<file path="src/rtl/uc_pkg.sv">
// Shared types and encodings for the multicycle control unit: FSM states,
// opcode values and ALU operation codes.
package uc_pkg;

  typedef enum logic [2:0] {
    S_IDLE,
    S_F0,
    S_F1,
    S_F2,
    S_E1,
    S_E2,
    S_E3,
    S_FIM
  } state_t;

  localparam logic [2:0] OP_MV   = 3'b000;
  localparam logic [2:0] OP_MVI  = 3'b001;
  localparam logic [2:0] OP_ADD  = 3'b010;
  localparam logic [2:0] OP_SUB  = 3'b011;
  localparam logic [2:0] OP_MVNZ = 3'b100;
  localparam logic [2:0] OP_LD   = 3'b101;
  localparam logic [2:0] OP_ST   = 3'b110;

  localparam logic [1:0] ULA_ADD = 2'b00;
  localparam logic [1:0] ULA_SUB = 2'b01;

endpackage

</file>
<file path="src/rtl/decodificador_n.sv">
// Parametrised RSEL_W-to-2**RSEL_W one-hot decoder with enable; output is
// all zero when disabled.
module decodificador_n #(
  parameter int RSEL_W = 3
) (
  input  logic [RSEL_W-1:0]      sel_i,
  input  logic                   en_i,
  output logic [2**RSEL_W-1:0]   onehot_o
);

  always_comb begin
    onehot_o = '0;
    if (en_i) onehot_o[sel_i] = 1'b1;
  end

endmodule

</file>
<file path="src/rtl/controle_multiciclo.sv">
// Multicycle control unit: fetch (F0-F2), execute (E1-E3) and FIM states.
// Define UC_LDST_EN to implement ld/st; otherwise they decode as illegal.
module controle_multiciclo
  import uc_pkg::*;
#(
  parameter int RSEL_W = 3,
  parameter int OPC_W  = 3
) (
  input  logic                           Clock,
  input  logic                           Resetn,
  input  logic                           Run,
  input  logic [OPC_W+2*RSEL_W-1:0]      Instrucao,
  input  logic                           G_nz,
  output logic                           IRin,
  output logic [2**RSEL_W-1:0]           Rin,
  output logic [2**RSEL_W-1:0]           Rout,
  output logic                           Ain,
  output logic                           Gin,
  output logic                           Gout,
  output logic                           DINout,
  output logic [1:0]                     Ulaop,
  output logic                           ADDRin,
  output logic                           DOUTin,
  output logic                           W_D,
  output logic                           IncrPc,
  output logic                           Done,
  output logic                           Erro
);

  localparam int NREG = 2**RSEL_W;
  localparam int IW   = OPC_W + 2*RSEL_W;
  localparam logic [NREG-1:0] PC_OH = {1'b1, {(NREG-1){1'b0}}};

  state_t state_q, state_d;
  logic   erro_q, erro_set;
  logic   rout_rx, rout_ry, rout_pc, rin_rx;
  logic   exec_phase;
  logic [OPC_W-1:0]  opc;
  logic [RSEL_W-1:0] rx, ry;
  logic [NREG-1:0]   rx_oh, ry_oh;

  assign opc = Instrucao[IW-1 -: OPC_W];
  assign rx  = Instrucao[2*RSEL_W-1 -: RSEL_W];
  assign ry  = Instrucao[RSEL_W-1:0];

  // IR contents are only meaningful once the fetch has completed.
  assign exec_phase = (state_q == S_E1) || (state_q == S_E2) || (state_q == S_E3);

  decodificador_n #(.RSEL_W(RSEL_W)) u_dec_rx (.sel_i(rx), .en_i(exec_phase), .onehot_o(rx_oh));
  decodificador_n #(.RSEL_W(RSEL_W)) u_dec_ry (.sel_i(ry), .en_i(exec_phase), .onehot_o(ry_oh));

  assign Rout = ({NREG{rout_rx}} & rx_oh) | ({NREG{rout_ry}} & ry_oh) | ({NREG{rout_pc}} & PC_OH);
  assign Rin  = {NREG{rin_rx}} & rx_oh;
  assign Erro = erro_q | erro_set;

  always_ff @(posedge Clock) begin
    // NOTE: state registers use non-blocking assignments so every flop samples pre-edge values.
    if (Resetn) begin
      state_q <= S_IDLE;
      erro_q  <= 1'b0;
    end else begin
      state_q <= state_d;
      erro_q  <= erro_q | erro_set;
    end
  end

  always_comb begin
    state_d  = state_q;
    erro_set = 1'b0;
    rout_rx  = 1'b0;
    rout_ry  = 1'b0;
    rout_pc  = 1'b0;
    rin_rx   = 1'b0;
    IRin     = 1'b0;
    Ain      = 1'b0;
    Gin      = 1'b0;
    Gout     = 1'b0;
    DINout   = 1'b0;
    Ulaop    = ULA_ADD;
    ADDRin   = 1'b0;
    DOUTin   = 1'b0;
    W_D      = 1'b0;
    IncrPc   = 1'b0;
    Done     = 1'b0;

    case (state_q)
      S_IDLE: if (Run) state_d = S_F0;
      S_F0: begin
        rout_pc = 1'b1;
        ADDRin  = 1'b1;
        state_d = S_F1;
      end
      S_F1: begin
        IncrPc  = 1'b1;
        state_d = S_F2;
      end
      S_F2: begin
        IRin    = 1'b1;
        state_d = S_E1;
      end
      S_E1: begin
        state_d = S_FIM;
        case (opc)
          OPC_W'(OP_MV): begin
            rout_ry = 1'b1;
            rin_rx  = 1'b1;
          end
          OPC_W'(OP_MVI): begin
            rout_pc = 1'b1;
            ADDRin  = 1'b1;
            state_d = S_E2;
          end
          OPC_W'(OP_ADD), OPC_W'(OP_SUB): begin
            rout_rx = 1'b1;
            Ain     = 1'b1;
            state_d = S_E2;
          end
          OPC_W'(OP_MVNZ): begin
            rout_ry = G_nz;
            rin_rx  = G_nz;
          end
`ifdef UC_LDST_EN
          OPC_W'(OP_LD), OPC_W'(OP_ST): begin
            rout_ry = 1'b1;
            ADDRin  = 1'b1;
            state_d = S_E2;
          end
`endif
          default: erro_set = 1'b1;
        endcase
      end
      S_E2: begin
        state_d = S_FIM;
        case (opc)
          OPC_W'(OP_MVI): begin
            IncrPc  = 1'b1;
            state_d = S_E3;
          end
          OPC_W'(OP_ADD), OPC_W'(OP_SUB): begin
            rout_ry = 1'b1;
            Gin     = 1'b1;
            Ulaop   = (opc == OPC_W'(OP_SUB)) ? ULA_SUB : ULA_ADD;
            state_d = S_E3;
          end
`ifdef UC_LDST_EN
          OPC_W'(OP_LD): state_d = S_E3;
          OPC_W'(OP_ST): begin
            rout_rx = 1'b1;
            DOUTin  = 1'b1;
            W_D     = 1'b1;
          end
`endif
          default: state_d = S_FIM;
        endcase
      end
      S_E3: begin
        state_d = S_FIM;
        rin_rx  = 1'b1;
        if (opc == OPC_W'(OP_ADD) || opc == OPC_W'(OP_SUB)) Gout = 1'b1;
        else                                                DINout = 1'b1;
      end
      S_FIM: begin
        Done    = 1'b1;
        state_d = Run ? S_F0 : S_IDLE;
      end
      default: state_d = S_IDLE;
    endcase
  end

endmodule

</file>
<file path="config.mk">
export PLATFORM = sky130hd
export DESIGN_NAME = controle_multiciclo
export DESIGN_NICKNAME = d
export VERILOG_FILES = /design/src/rtl/uc_pkg.sv /design/src/rtl/decodificador_n.sv /design/src/rtl/controle_multiciclo.sv
export SDC_FILE = /design/constraint.sdc
export NUM_CORES = 1
export LEC_CHECK = 0
export BUFFER_PORTS_ARGS = -buffer_cell sky130_fd_sc_hd__buf_2
export CORE_UTILIZATION = 42
export CTS_BUF_LIST = sky130_fd_sc_hd__clkbuf_4 sky130_fd_sc_hd__clkbuf_8 sky130_fd_sc_hd__clkbuf_16
export DETAILED_ROUTE_END_ITERATION = 8
export PLACE_DENSITY = 0.89
export SKIP_LAST_GASP = 1
export SLEW_MARGIN = 40
export SYNTH_ARGS = -nofsm -noshare
export SYNTH_HDL_FRONTEND = slang
export SYNTH_SLANG_ARGS = --single-unit
</file>
<file path="constraint.sdc">
create_clock -name Clock -period 2.1 [get_ports Clock]
set_clock_uncertainty 0.15 [all_clocks]
set_input_delay 0.315 -clock Clock [delete_from_list [all_inputs] [get_ports Clock]]
set_output_delay 0.315 -clock Clock [all_outputs]
set_load 0.01 [all_outputs]
</file>
After elaboration in Yosys (flattened, before gate mapping). Cells that the tools add are included.

Magnitude comparators: 4. Equal/unequal tests: 12. Multiplexer cells: 31. Bitwise logic cells: 6. Reduce and logical (&&, ||, !) cells: 10.

Operator list (count): $and 8x8->8 (3); $pmux 3 s8 (1); $mux 1 (19); $mux 8 (2); $or 8x8->8 (2); $eq 3x3->1 const B (5); $eq 3x2->1 const B (4); $pmux 1 s2 (5); $lt 3x4->1 const B (2); $demux 1 s3 (2); $eq 3x1->1 const B (2); $ge 3x1->1 const B (2); $logic_not 3->1 (2); $reduce_or 5->1 (1); $logic_or 1x1->1 (3); $mux 3 (1); $reduce_or 3->1 (1); $logic_and 1x1->1 (2); $mux 2 (1); $ne 2x2->1 const B (1); $reduce_or 2->1 (1); $or 1x1->1 (1).

Register bits after elaboration: 4. Input port bits: 13. Output and inout bits: 29. Logic and storage cells: 65.

Depth between registers and ports, before layout. Gate-level depths: netlist of run 1.

Depth after elaboration: 8. Gate-level depth with buffers: 4. Gate-level depth less buffers: 3.

Hierarchy. Synthesis of run 1 repeated with hierarchy kept, for this count alone.

Cells, all modules: 83. Area, all modules: 694.4 µm².

By module, submodules not included: controle_multiciclo (times used 1, cells an instance 67, area an instance 504.2 µm², sequential area each 80.1 µm²); decodificador_n (times used 2, cells an instance 8, area an instance 95.1 µm², sequential area each 0.0 µm²).

Worst setup path before layout of run 1. No wires, ideal clock.

Path type: register to output. Start: register state_q[0]. End: output Rout[0]. Arrival time: 1.160 ns. Required time: 1.635 ns. Path slack: 0.475 ns. Stages on the path, launching flop included: 5. Path buffers: 1. Cells stage by stage: dfxtp_1 buf_2 nor2_2 nand4_1 o32ai_1.

Word-level cells in the longest chain between the ends: 7. Elaborated cells between the ends (all ways): 13. Those cells by class: 3 x eq/ne; 4 x mux; 4 x bitwise; 2 x reduce/logical.

RTL lines: start: declaration (line controle_multiciclo.sv:34) `state_t state_q, state_d;`; start signal: assignment (line controle_multiciclo.sv:62) `state_q <= state_d;`; $eq 3x3->1 (line controle_multiciclo.sv:47, controle_multiciclo.sv:86); $logic_or 1x1->1 (2 in series) (line controle_multiciclo.sv:47) `assign exec_phase = (state_q == S_E1) || (state_q == S_E2) || (state_q == S_E3);`; $mux 8 (line decodificador_n.sv:13) `if (en_i) onehot_o[sel_i] = 1'b1;`; $and 8x8->8 (line controle_multiciclo.sv:52) `assign Rout = ({NREG{rout_rx}} & rx_oh) | ({NREG{rout_ry}} & ry_oh) | ({NREG{rout_pc}} & PC_OH);`; $or 8x8->8 * (2 in series) (line controle_multiciclo.sv:52); end: declaration (line controle_multiciclo.sv:16) `output logic [2**RSEL_W-1:0] Rout,`.

Every way passes the cells marked *; elsewhere a longest branch is shown, timed or not.

Worst setup path in the final report of run 1.
Start: register state_q[1]. End: output Rout[0].

The elaborated chain is that of the path after synthesis.

==> flow_metrics.py, run 1 <==
metrics = {
    "clock_tree": {
        "cts_buffers": 3,
        "cts.repair.resized": 0,
        "clockBufferDepth": 2,
        "cts_tree": "yes",
        "clk_latency_ns": 0.24,
        "cts_setup_buffers": 0,
        "htree_levels": 1,
        "hold_buffers": 0,
        "clockRootBuffer": "clkbuf_4",
        "clkTransAtPathRegs_ns": 0.04,
        "cts.sinks": 4,
    },
    "power_and_ir_drop": {
        "power_frac_seq_pct": 31.6,
        "combPwrFrac_pct": 38.9,
        "irDropWorstVdd_mv": 0.406,
        "leakage_nw": 0.384,
        "switching_power_w": 0.000124,
        "internal-power_w": 0.000198,
        "swShare_pct": 38.4,
        "pwr-share-clk_pct": 29.5,
        "p_per_area_nw_per_um2": 408,
    },
    "synthesis": {
        "synth-seq-cells": 4,
        "synth_cell_types": 36,
        "synth.area.top_cells": "dfxtp_1 (14%), o22ai_1 (6.5%), nand2b_1 (5.4%), nor3_1 (5.2%), buf_4 (5.2%)",
        "avgSynthCellArea_um2": 7.18,
        "syn_area_um2": 582,
        "yosysWarnings": 0,
        "synth_area_leader_cell": "dfxtp_1",
        "synthCells": 81,
        "synth-seq-area-share_pct": 13.8,
        "synth_top_area_share_pct": 13.8,
    },
    "route": {
        "drc": 0,
        "vias": 752,
        "wl_um": 1580,
        "ant_nets": 0,
        "drt-initial-drc-count": 11,
        "dr.pass1.iters": 4,
        "wl_per_cell_um": 11.9,
        "vias_per_cell": 5.65,
    },
    "worst_setup_path": {
        "startpoint_type": "flip-flop",
        "crit_path_max_fanout": 10,
        "endpoint_kind": "output port",
        "cp.arrival_ns": 1.55,
        "crit_required_ns": 1.63,
        "path_class": "reg -> out",
    },
    "final_layout": {
        "postLayoutCoreUtil_pct": 60.7,
        "finalInstanceArea_um2": 790,
        "drive_gt1_share_pct": 42.4,
        "n_antenna_cell": 0,
        "stdcell_count": 133,
        "syn_to_final_growth_pct": 35.7,
        "nNetsFinal": 133,
    },
    "floorplanning": {
        "die_h_um": 39.2,
        "core_um2": 1300,
        "start_util_pct": 44.7,
        "design.die.area_um2": 1540,
        "boundaryPins": 42,
        "die_width_um": 39.2,
        "rows": 13,
    },
    "job": {
        "maxCapViolCount": 0,
    },
    "grt": {
        "grt-ovfl-total": 0,
        "gr-usage-all-layers_pct": 20.3,
        "antenna_found_initial": 0,
        "grt_pass1_vias": 528,
        "grt_pass1_wl_um": 2180,
        "grt_max_degree": 17,
    },
    "run_status": {
        "status": "complete, no violations",
    },
    "sta": {
        "min_period_over_period_pct": 96.1,
        "setup_viol": 0,
        "hold_ws_ns": 0.138,
        "setup_tns_ns": 0,
        "rsz0062_at_grt": "no",
        "period_needed_ns": 2.02,
        "final_hold_viol_count": 0,
        "max_freq_mhz": 496,
        "drv_slew": 0,
    },
    "placed_design": {
        "dpl_cell_area_um2": 761,
        "finalWeightedCongestion": 0.727,
        "dp.cells": 130,
        "port-buffer-count": 38,
        "post-dp-hpwl_um": 1240,
    },
    "min_path": {
        "min-delay-path-class": "in -> reg",
    },
}
cell families (layout without fill, tap and decap cells):
kind of cell	after synthesis	in the layout	share of synthesized area, %
AO/OA/AOI/OAI	20	20	28.0
XOR/XNOR	1	1	1.51
buffers and inverters	12	47	11.0
flip-flops	4	4	13.8
other	1	3	0.645
AND/OR/NAND/NOR	43	43	45.2
cell usage in the layout, fill, tap and decap left out, types with 2 or more instances in the layout:
cell	n
nor2b_1	2
nand2b_1	5
o22ai_1	6
nand3b_1	3
nand4_1	2
conb_1	3
inv_1	5
nand3_1	3
clkbuf_4	3
or3b_1	2
nor2_1	6
nor3_1	6
dfxtp_1	3
o32ai_1	3
nand2_1	3
nor4_1	2
o21ai_0	2
buf_2	38
routing by layer:
metal | global-route usage [%] | routed length, µm | up-vias
li1 | - | - | 375
met1 | 23.5 | 680 | 327
met2 | 38.8 | 739 | 48
met3 | 1.73 | 145 | 2
met4 | 5.17 | 13 | 0
met5 | 0 | 0 | -
worst paths after layout:
check / startpoint / end / slack [ns] / cells after the start
min: Resetn / state_q[2]$_SDFFE_PP0P_ / 0.14 / 2
max: state_q[1]$_SDFFE_PP0P_ / Rout[0] / 0.08 / 4
max reg2reg: state_q[1]$_SDFFE_PP0P_ / erro_q$_SDFF_PP0_ / 0.80 / 3
min reg2reg: erro_q$_SDFF_PP0_ / erro_q$_SDFF_PP0_ / 0.39 / 2
critical path, stage by stage (launching register included):
cell	delay, ns
dfxtp_1	0.43
nor2b_4	0.19
or3b_1	0.39
o32ai_1	0.13
buf_2	0.17
cell type report:
class                   count  area (µm²)
fillers                   135         512
multi-input cells          67         450
repair buffers             39         198
flip-flops and latches      4        81.3
clock buffers               3        22.5
inverters                   5        18.8
well taps                  15        18.8
flip-flops by register name, indices dropped and copies added, names as in the netlist:
name     flops
state_q      3
erro_q       1
power by group through the flow:
stage	combinational, W	sequential [W]	clock, W
global route	0.000139	0.000104	0.000102
CTS	0.000124	0.0000997	0.0000986
global placement	0.000119	0.0000996	0
finish	0.000125	0.000102	0.0000950
floorplan	0.0000997	0.0000855	0
detailed placement	0.000124	0.000101	0
metrics by stage:
stage          setup WS [ns]  total power [W]
2_1_floorplan          0.475         0.000185
3_3_place_gp           0.339         0.000219
3_5_place_dp           0.260         0.000225
4_1_cts               0.0710         0.000323
5_1_grt              0.00562         0.000345
6_report              0.0826         0.000322
cell usage after synthesis:
cell type	number
a221oi_1	1
a32oi_2	1
nor3b_1	1
conb_1	1
xor2_1	1
a41oi_2	1
a31o_2	1
or3b_1	2
o21ai_0	2
o32ai_1	3
nand4_1	2
nand3_1	3
nor3_1	6
nand4bb_1	1
o221ai_1	1
nor2b_1	2
and2b_1	1
nand2_1	3
nand3b_1	3
nor4_1	2
buf_2	3
and4b_1	1
o21a_1	1
dfxtp_1	4
nor2_2	2
a21oi_1	1
nor2b_4	1
a21oi_2	1
nor2_1	6
o22ai_1	6
and2_1	1
nand2b_1	5
inv_1	5
buf_4	4
o31a_1	1
and3_1	1
Note: power is estimated with default switching activity, not from simulation.
==> run 2: changes to the inputs <==
Settings changed: CAP_MARGIN from default to 40, CORE_UTILIZATION 42 to 39, PLACE_DENSITY 0.89 to 0.84.
Clock period 2.1 ns to 2.2 ns, I/O delays scaled along.
==> flow_metrics.py, run 2 (same netlist as run 1, synthesis figures left out) <==
metrics = {
    "worst_setup_path": {
        "startpoint_type": "flip-flop",
        "critPathMaxStageDelay_ns": 0.47,
        "crit_chain": "nor2b_4 > or3b_1 > o32ai_1 > buf_2",
        "crit_required_ns": 1.72,
        "crit_path_max_fanout": 10,
        "cp_top_family": "simple AND/OR/NAND/NOR gates",
        "reg2reg_from": "state_q[0]$_SDFFE_PP0P_",
        "cp.arrival_ns": 1.60,
        "crit_buf_inv": 1,
        "setup.worst_path.start": "state_q[2]$_SDFFE_PP0P_",
        "endpoint_kind": "output port",
        "reg2regPathDepth": 3,
        "path_class": "reg -> out",
        "reg2reg_slack_ns": 0.83,
        "path_depth": 4,
        "cp-endpoint": "Rout[0]",
        "critPathSlowestCell": "dfxtp_1",
        "r2r_end": "state_q[0]$_SDFFE_PP0P_",
    },
    "floorplanning": {
        "boundaryPins": 42,
        "start_util_pct": 43.1,
        "rows": 13,
        "design.die.area_um2": 1650,
        "die_h_um": 40.6,
        "core_um2": 1350,
        "die_width_um": 40.6,
    },
    "clock_tree": {
        "cts.repair.resized": 0,
        "clockRootBuffer": "clkbuf_4",
        "cts_tree": "yes",
        "clockBufferDepth": 2,
        "hold_buffers": 0,
        "clkTransAtPathRegs_ns": 0.04,
        "clk_latency_ns": 0.23,
        "cts_buffers": 3,
        "cts.sinks": 4,
        "htree_levels": 1,
        "cts_setup_buffers": 0,
    },
    "route": {
        "wl_um": 1590,
        "vias_per_cell": 5.63,
        "vias": 749,
        "dr.pass1.iters": 4,
        "drc": 0,
        "ant_nets": 0,
        "drt-initial-drc-count": 25,
        "wl_per_cell_um": 11.9,
    },
    "placed_design": {
        "place_ws_ns": 0.349,
        "finalWeightedCongestion": 0.791,
        "post-dp-hpwl_um": 1260,
        "port-buffer-count": 38,
    },
    "sta": {
        "final_hold_viol_count": 0,
        "setup_ws_ns": 0.121,
        "drv_slew": 0,
        "max_freq_mhz": 481,
        "setup_viol": 0,
        "setup_tns_ns": 0,
        "rsz0062_at_grt": "no",
        "period_needed_ns": 2.08,
        "min_period_over_period_pct": 94.5,
    },
    "final_layout": {
        "nNetsFinal": 133,
        "mostFrequentLayoutCells": "buf_2 (38), nor2_1 (6), o22ai_1 (6), nor3_1 (6)",
        "top_regs": "state_q: 3 flops, erro_q: 1 flops",
        "fillCellCount": 143,
        "n_antenna_cell": 0,
        "syn_to_final_growth_pct": 34.6,
        "regMostFlops": "state_q",
        "drive_gt1_share_pct": 41.5,
        "postLayoutCoreUtil_pct": 58.0,
        "largest_register_ffs": 3,
        "layout_commonest_cell": "buf_2",
    },
    "power_and_ir_drop": {
        "irDropWorstVdd_mv": 0.211,
        "leakage_nw": 0.382,
        "p_per_area_nw_per_um2": 388,
    },
    "run_status": {
        "status": "complete, no violations",
    },
    "grt": {
        "antenna_found_initial": 0,
        "grt_pass1_vias": 588,
        "grt-ovfl-total": 0,
        "gr-usage-all-layers_pct": 20.4,
        "grt_pass1_wl_um": 2280,
        "grt_max_degree": 12,
    },
    "min_path": {
        "min-delay-path-class": "in -> reg",
        "hold_start": "Resetn",
    },
    "job": {
        "maxCapViolCount": 0,
    },
}
run 2: worst min path at each step:
stage          cells after the start                 endpoint
5_1_grt                            2        erro_q$_SDFF_PP0_
4_1_cts                            2        erro_q$_SDFF_PP0_
3_3_place_gp                       2        erro_q$_SDFF_PP0_
6_report                           2  state_q[2]$_SDFFE_PP0P_
2_1_floorplan                      1        erro_q$_SDFF_PP0_
3_5_place_dp                       2        erro_q$_SDFF_PP0_
run 2: per-layer routing:
metal | share of wire (%) | vias to the layer above | GRT usage (%)
met5 | 0 | - | 0
met4 | 0 | 0 | 10.0
met3 | 7.9 | 0 | 1.63
met2 | 48 | 39 | 39.7
met1 | 44 | 335 | 21.6
li1 | - | 375 | -
run 2: power by group:
group / switching [W] / total [W] / internal, W
clock network: 0.0000307 / 0.0000918 / 0.0000611
registers: 0.0000160 / 0.0000955 / 0.0000794
logic: 0.0000698 / 0.000117 / 0.0000470
total: 0.000116 / 0.000304 / 0.000187
run 2: area by class of cell:
class,instances,area [µm²],area share [%]
Inverter,5,18.8,2.40
Sequential cell,4,80.1,10.2
Multi-Input combinational cell,67,445,56.9
Tap cell,15,18.8,2.40
Timing Repair Buffer,39,198,25.2
Clock buffer,3,22.5,2.88
run 2: per-stage QoR:
step | cell area [µm²] | hold WS, ns | total power [W] | instances
2_1_floorplan | 589 | 0.252 | 0.000177 | 83
3_3_place_gp | 761 | 0.375 | 0.000209 | 130
3_5_place_dp | 761 | 0.385 | 0.000213 | 130
4_1_cts | 783 | 0.159 | 0.000309 | 133
5_1_grt | 783 | 0.157 | 0.000326 | 133
6_report | 783 | 0.157 | 0.000304 | 133
